## config.mk

```make
export PLATFORM = sky130hd
export DESIGN_NAME = alexander_pd_acc
export DESIGN_NICKNAME = d
export VERILOG_FILES = /design/src/rtl/cdr_pkg.sv /design/src/rtl/pd_symbol_timer.sv /design/src/rtl/alexander_pd_acc.sv
export SDC_FILE = /design/constraint.sdc
export NUM_CORES = 1
export LEC_CHECK = 0
export ABC_AREA = 1
export CELL_PAD_IN_SITES_DETAIL_PLACEMENT = 1
export CELL_PAD_IN_SITES_GLOBAL_PLACEMENT = 1
export CORE_MARGIN = 2
export CORE_UTILIZATION = 46
export DETAILED_ROUTE_END_ITERATION = 16
export PLACE_DENSITY = 0.94
export SLEW_MARGIN = 0
export SYNTH_ARGS = -nofsm -noshare
export SYNTH_HDL_FRONTEND = slang
export SYNTH_SLANG_ARGS = --single-unit
export TNS_END_PERCENT = 20
```

## constraint.sdc

```tcl
create_clock -name i_clk -period 3.7 [get_ports i_clk]
set_clock_uncertainty 0.1 [all_clocks]
set_input_delay 0.74 -clock i_clk [delete_from_list [all_inputs] [get_ports i_clk]]
set_output_delay 0.74 -clock i_clk [all_outputs]
set_load 0.01 [all_outputs]
```

## src/rtl/cdr_pkg.sv

```systemverilog
// Shared types and defaults for the ZigBee clock/data recovery blocks.
package cdr_pkg;

    typedef enum logic [1:0] {PD_NONE, PD_EARLY, PD_LATE} pd_dec_t;

    localparam int CDR_OSR     = 25;
    localparam int CDR_DATA_PH = 12;

    function automatic pd_dec_t pd_classify(input logic t, input logic e);
        if (!t) begin
            return PD_NONE;
        end
        return e ? PD_EARLY : PD_LATE;
    endfunction

    function automatic logic signed [1:0] pd_step(input pd_dec_t dec);
        case (dec)
            PD_EARLY: return 2'sb01;
            PD_LATE:  return 2'sb11;
            default:  return 2'sb00;
        endcase
    endfunction

endpackage

```

## src/rtl/pd_symbol_timer.sv

```systemverilog
// Symbol-phase counter with one-deep advance/retard slip requests and
// edge/data sample strobes.
module pd_symbol_timer
    import cdr_pkg::*;
#(
    parameter int OSR     = CDR_OSR,
    parameter int DATA_PH = CDR_DATA_PH
) (
    input  logic clk,
    input  logic rst_n,
    input  logic en,
    input  logic adv,
    input  logic ret,
    output logic edge_stb,
    output logic data_stb
);

    localparam int CNT_W = $clog2(OSR);
    localparam logic [CNT_W-1:0] LAST     = CNT_W'(OSR - 1);
    localparam logic [CNT_W-1:0] ADV_PT   = CNT_W'(OSR - 2);
    localparam logic [CNT_W-1:0] DATA_CNT = CNT_W'(DATA_PH);

    logic [CNT_W-1:0] cnt_reg, cnt_next;
    logic             adv_reg, adv_next;
    logic             ret_reg, ret_next;
    logic             hold_reg, hold_next;

    always_comb begin
        cnt_next  = cnt_reg;
        adv_next  = adv_reg;
        ret_next  = ret_reg;
        hold_next = hold_reg;
        if (en) begin
            // hold_reg marks the second cycle spent at LAST during a retard
            if (cnt_reg == LAST && hold_reg) begin
                cnt_next  = '0;
                hold_next = 1'b0;
            end else if (adv_reg && ret_reg) begin
                if (cnt_reg == LAST) begin
                    cnt_next = '0;
                    adv_next = 1'b0;
                    ret_next = 1'b0;
                end else begin
                    cnt_next = cnt_reg + CNT_W'(1);
                end
            end else if (adv_reg && cnt_reg == ADV_PT) begin
                cnt_next = '0;
                adv_next = 1'b0;
            end else if (ret_reg && cnt_reg == LAST) begin
                hold_next = 1'b1;
                ret_next  = 1'b0;
            end else if (cnt_reg == LAST) begin
                cnt_next = '0;
            end else begin
                cnt_next = cnt_reg + CNT_W'(1);
            end
        end
        // a new request wins over the clear of the same flag
        if (adv && !ret) begin
            adv_next = 1'b1;
        end
        if (ret && !adv) begin
            ret_next = 1'b1;
        end
    end

    always_ff @(posedge clk or negedge rst_n) begin
        if (!rst_n) begin
            cnt_reg  <= '0;
            adv_reg  <= 1'b0;
            ret_reg  <= 1'b0;
            hold_reg <= 1'b0;
        end else begin
            cnt_reg  <= cnt_next;
            adv_reg  <= adv_next;
            ret_reg  <= ret_next;
            hold_reg <= hold_next;
        end
    end

    assign edge_stb = en && (cnt_reg == '0);
    assign data_stb = en && (cnt_reg == DATA_CNT);

endmodule

```

## src/rtl/alexander_pd_acc.sv

```systemverilog
// Bang-bang (Alexander) phase detector with windowed error accumulation
// and lock detection for the CDR loop filter.
module alexander_pd_acc
    import cdr_pkg::*;
#(
    parameter int OSR     = CDR_OSR,
    parameter int DATA_PH = CDR_DATA_PH,
    parameter int WIN     = 16,
    parameter int ACC_W   = $clog2(WIN) + 2,
    parameter int LOCK_TH = 2,
    parameter int LOCK_N  = 4
) (
    input  logic                    i_clk,
    input  logic                    i_rst,
    input  logic                    i_en,
    input  logic                    i_dir,
    input  logic                    i_adv,
    input  logic                    i_ret,
    output logic                    o_T,
    output logic                    o_E,
    output logic                    o_pd_valid,
    output logic signed [ACC_W-1:0] o_acc,
    output logic                    o_acc_valid,
    output logic                    o_lock
);

    localparam int WC_W = (WIN > 2) ? $clog2(WIN) : 1;
    localparam int LK_W = $clog2(LOCK_N + 1);
    localparam logic signed [ACC_W-1:0] TH_POS = ACC_W'(LOCK_TH);
    localparam logic signed [ACC_W-1:0] TH_NEG = -TH_POS;

    logic edge_stb, data_stb;

    pd_symbol_timer #(
        .OSR     (OSR),
        .DATA_PH (DATA_PH)
    ) u_timer (
        .clk      (i_clk),
        .rst_n    (i_rst),
        .en       (i_en),
        .adv      (i_adv),
        .ret      (i_ret),
        .edge_stb (edge_stb),
        .data_stb (data_stb)
    );

    logic                    e_reg, data_reg, primed_reg;
    logic                    t_reg, early_reg, pd_valid_reg, acc_valid_reg;
    logic signed [ACC_W-1:0] acc_reg, acc_out_reg, acc_sum;
    logic [WC_W-1:0]         win_cnt_reg;
    logic [LK_W-1:0]         lock_cnt_reg;
    logic                    t_new, e_new, in_lock;
    pd_dec_t                 dec;
    logic signed [1:0]       step;

    // data_reg holds the previous symbol's data; i_dir is the current one
    always_comb begin
        t_new   = data_reg ^ i_dir;
        e_new   = t_new & (e_reg ^ i_dir);
        dec     = pd_classify(t_new, e_new);
        step    = pd_step(dec);
        acc_sum = acc_reg + {{(ACC_W-2){step[1]}}, step};
        in_lock = (acc_out_reg <= TH_POS) && (acc_out_reg >= TH_NEG);
    end

    always_ff @(posedge i_clk or negedge i_rst) begin
        if (!i_rst) begin
            e_reg         <= 1'b0;
            data_reg      <= 1'b0;
            primed_reg    <= 1'b0;
            t_reg         <= 1'b0;
            early_reg     <= 1'b0;
            pd_valid_reg  <= 1'b0;
            acc_valid_reg <= 1'b0;
            acc_reg       <= '0;
            acc_out_reg   <= '0;
            win_cnt_reg   <= '0;
            lock_cnt_reg  <= '0;
        end else begin
            pd_valid_reg  <= 1'b0;
            acc_valid_reg <= 1'b0;
            if (!i_en) begin
                primed_reg <= 1'b0;
            end
            if (edge_stb) begin
                e_reg <= i_dir;
            end
            if (data_stb) begin
                data_reg   <= i_dir;
                primed_reg <= 1'b1;
                if (primed_reg) begin
                    pd_valid_reg <= 1'b1;
                    t_reg        <= t_new;
                    early_reg    <= e_new;
                    if (win_cnt_reg == WC_W'(WIN - 1)) begin
                        acc_out_reg   <= acc_sum;
                        acc_valid_reg <= 1'b1;
                        acc_reg       <= '0;
                        win_cnt_reg   <= '0;
                    end else begin
                        acc_reg     <= acc_sum;
                        win_cnt_reg <= win_cnt_reg + WC_W'(1);
                    end
                end
            end
            // lock judges the window sum one cycle after it is reported
            if (acc_valid_reg) begin
                if (!in_lock) begin
                    lock_cnt_reg <= '0;
                end else if (lock_cnt_reg != LK_W'(LOCK_N)) begin
                    lock_cnt_reg <= lock_cnt_reg + LK_W'(1);
                end
            end
        end
    end

    assign o_T         = t_reg;
    assign o_E         = early_reg;
    assign o_pd_valid  = pd_valid_reg;
    assign o_acc       = acc_out_reg;
    assign o_acc_valid = acc_valid_reg;
    assign o_lock      = (lock_cnt_reg == LK_W'(LOCK_N));

endmodule
```

==> out/metrics.yaml <==
timing:
  setup-tns-final_ns: 0
  hold_viol: 0
  fin_ws_ns: 0.847
  drv_slew: 0
  min_period_ns: 2.85
  period_share_pct: 77.1
  worst_pin_slew_ns: 0.441
  maxSlewHeadroom_pct: 70.6
  rsz0062_at_grt: "false"
  fmax_ghz: 0.350
  setup_viol: 0
power:
  swShare_pct: 36.4
  p_comb_share_pct: 28.9
  total_leakage_power_nw: 1.18
  cellPowerDensity_nw_per_um2: 469
  p_seq_share_pct: 44.2
  p_clk_share_pct: 26.9
  p_int_w: 0.000675
  peakVddDrop_uv: 310
  power.switching_w: 0.000386
synthesis:
  synth_cells: 242
  netlist.area_leader.share_pct: 43.8
  synth_fa_ha_area_share_pct: 7.48
  synth_ff_type: "dfrtp_1"
  ys_seq_area_share_pct: 43.8
  synth-compound-area-share_pct: 8.06
  avgSynthCellArea_um2: 8.02
  synth_area_um2: 1940
  synth_mux_area_share_pct: 0.516
  yosys.area.top_type: "dfrtp_1"
  synth_area_leaders: "dfrtp_1 44%, nand2_1 14%, ha_1 6.4%"
  async_reset_ff_share_pct: 100
  yosys_register_bits: 34
  synthXorXnorAreaFrac_pct: 2.71
  synth_top_family_by_area: "simple AND/OR/NAND/NOR gates"
  synth.most_common_cell: "nand2_1"
  ys_warn_count: 0
  syn-num-nets: 259
  synth_edf_count: 0
  ys_types: 25
  synth_simple_gate_area_share_pct: 30.6
  ys_top_cells_by_count: "74 x nand2_1, 34 x dfrtp_1, 33 x inv_1, 19 x nand3_1, 14 x nor2_1"
drt:
  wl_per_cell_um: 14.5
  dr.first_iter.drc_count: 77
  drc: 0
  firstDrtPassIters: 4
  wirelength_mm: 4.59
  drt.antenna.violating_nets: 0
  vias: 1663
  detail_route.vias_per_cell: 5.25
placed_design:
  port_buffers: 16
  dpl_worst_slack_ns: 0.594
  dpl.hpwl_mm: 3.51
  place_inst: 309
  placed_cell_area_um2: 2170
  gp_congestion: 0.868
finish:
  syn_to_final_growth_pct: 16.6
  fin_area_um2: 2260
  drive_gt1_share_pct: 8.61
  fillers: 498
  final_nets: 283
  diodes: 0
  final-instance-count-excl-fill: 317
clock_tree:
  cts_hold_buf: 0
  clk_path_buf_depth: 2
  cts_buffers: 5
  cts_resized: 0
  cts_root_buffer: "clkbuf_8"
  h-tree-depth: 2
  path_clk_slew_ns: 0.07
  cts_setup_buffers: 0
  clock_latency_ns: 0.29
  cts_num_sinks: 34
  cts_tree: "done"
worst_hold_path:
  min_path_type: "flop to flop"
  hp-start: "o_T$_DFFE_PN0N_"
die:
  fp.dieH_um: 69.0
  core.rowCount: 23
  start_util_pct: 48.2
  num_io_pins: 17
  core_um2: 4030
  dieArea_um2: 4750
  die_w_um: 69.0
setup_path:
  path_class: "input port to flop"
  worstSetupStartpointType: "input port"
  r2r-start: "data_reg$_DFFE_PN0N_"
  required_ns: 3.79
  cp_max_fo: 5
  startpoint: "i_dir"
  worstPathArrival_ns: 2.94
  crit_path_end_kind: "flop"
grt:
  first_global_vias: 1760
  antenna_found_initial: 0
  grt_max_degree: 35
  grt_usage_pct: 21.9
  globalRoute.totalOverflow: 0
  grt_pass1_wl_mm: 7.49
job:
  max-cap-violations: 0
outcome:
  status: "finished, final reports clean"
[worst max-delay path: stages]
cell and delay [ns]:
clkdlybuf4s50_1 0.47, inv_1 0.12, nand2_1 0.07, nand2_1 0.15
ha_1 0.24, inv_1 0.08, fa_1 0.42, inv_1 0.07
nand2_1 0.05, a21oi_1 0.21, nor2_1 0.07, nand2_1 0.06
nand2_1 0.07, nand2_1 0.07, nand2_1 0.05
[path summary, 6_finish.rpt]
| check | endpoint | slack, ns | cells after the start |
|---|---|---|---|
| min | o_T$_DFFE_PN0N_ | 0.40 | 2 |
| max | o_acc[4]$_DFFE_PN0P_ | 0.85 | 15 |
| max in group asynchronous | o_T$_DFFE_PN0N_ | 2.42 | 2 |
| min reg2reg | o_T$_DFFE_PN0N_ | 0.40 | 2 |
| max reg2reg | o_acc[4]$_DFFE_PN0P_ | 1.44 | 14 |
| min in group asynchronous | o_acc[0]$_DFFE_PN0P_ | 0.75 | 2 |
[through the flow]
step	power (W)	hold slack, ns	utilization [%]
2_1_floorplan	0.000691	0.344	-
3_3_place_gp	0.000760	0.367	53.9
3_5_place_dp	0.000779	0.381	53.9
4_1_cts	0.00108	0.397	56.1
5_1_grt	0.00114	0.431	56.1
6_report	0.00106	0.399	56.1
[cells by family (layout without fill, tap and decap cells)]
logic type               count (synthesis)  count (layout)
AND/OR/NAND/NOR                        125             125
multiplexers                             1               1
AO/OA/AOI/OAI                           30              30
adder cells (fa/ha/maj)                 11              11
flip-flops                              34              34
XOR/XNOR                                 6               6
buffers and inverters                   35              60
[area by class of cell]
cell class	instances	area [um2]	area share, %
clock buffer	7	86.3	3.82
tap	50	62.6	2.77
multi-input combinational	173	958	42.4
inverter	35	131	5.81
clock inverter	1	5.00	0.221
sequential	34	851	37.6
timing repair buffer	17	168	7.41
[layout by cell type (no fill, tap or decap), types with 9 or more instances in the layout]
master	instances
dfrtp_1	34
nand2_1	74
inv_1	33
o21ai_0	12
ha_1	10
nor2_1	14
o21ai_1	9
nand3_1	19
clkdlybuf4s50_1	16
[layer usage]
metal | wire length, um | global-route usage, % | up-vias
met5 | 0 | 0 | -
met4 | 153 | 12.3 | 0
met3 | 122 | 5.19 | 17
met2 | 2500 | 40.7 | 30
met1 | 1810 | 22.3 | 800
li1 | - | - | 816
[power groups by stage]
| stage | sequential, W | clock, W | combinational (W) |
|---|---|---|---|
| finish | 0.000468 | 0.000286 | 0.000307 |
| global route | 0.000478 | 0.000309 | 0.000352 |
| CTS | 0.000469 | 0.000295 | 0.000311 |
| detailed placement | 0.000475 | 0 | 0.000304 |
| global placement | 0.000474 | 0 | 0.000286 |
| floorplan | 0.000464 | 0 | 0.000227 |
Power figures use the tool's default switching activity.
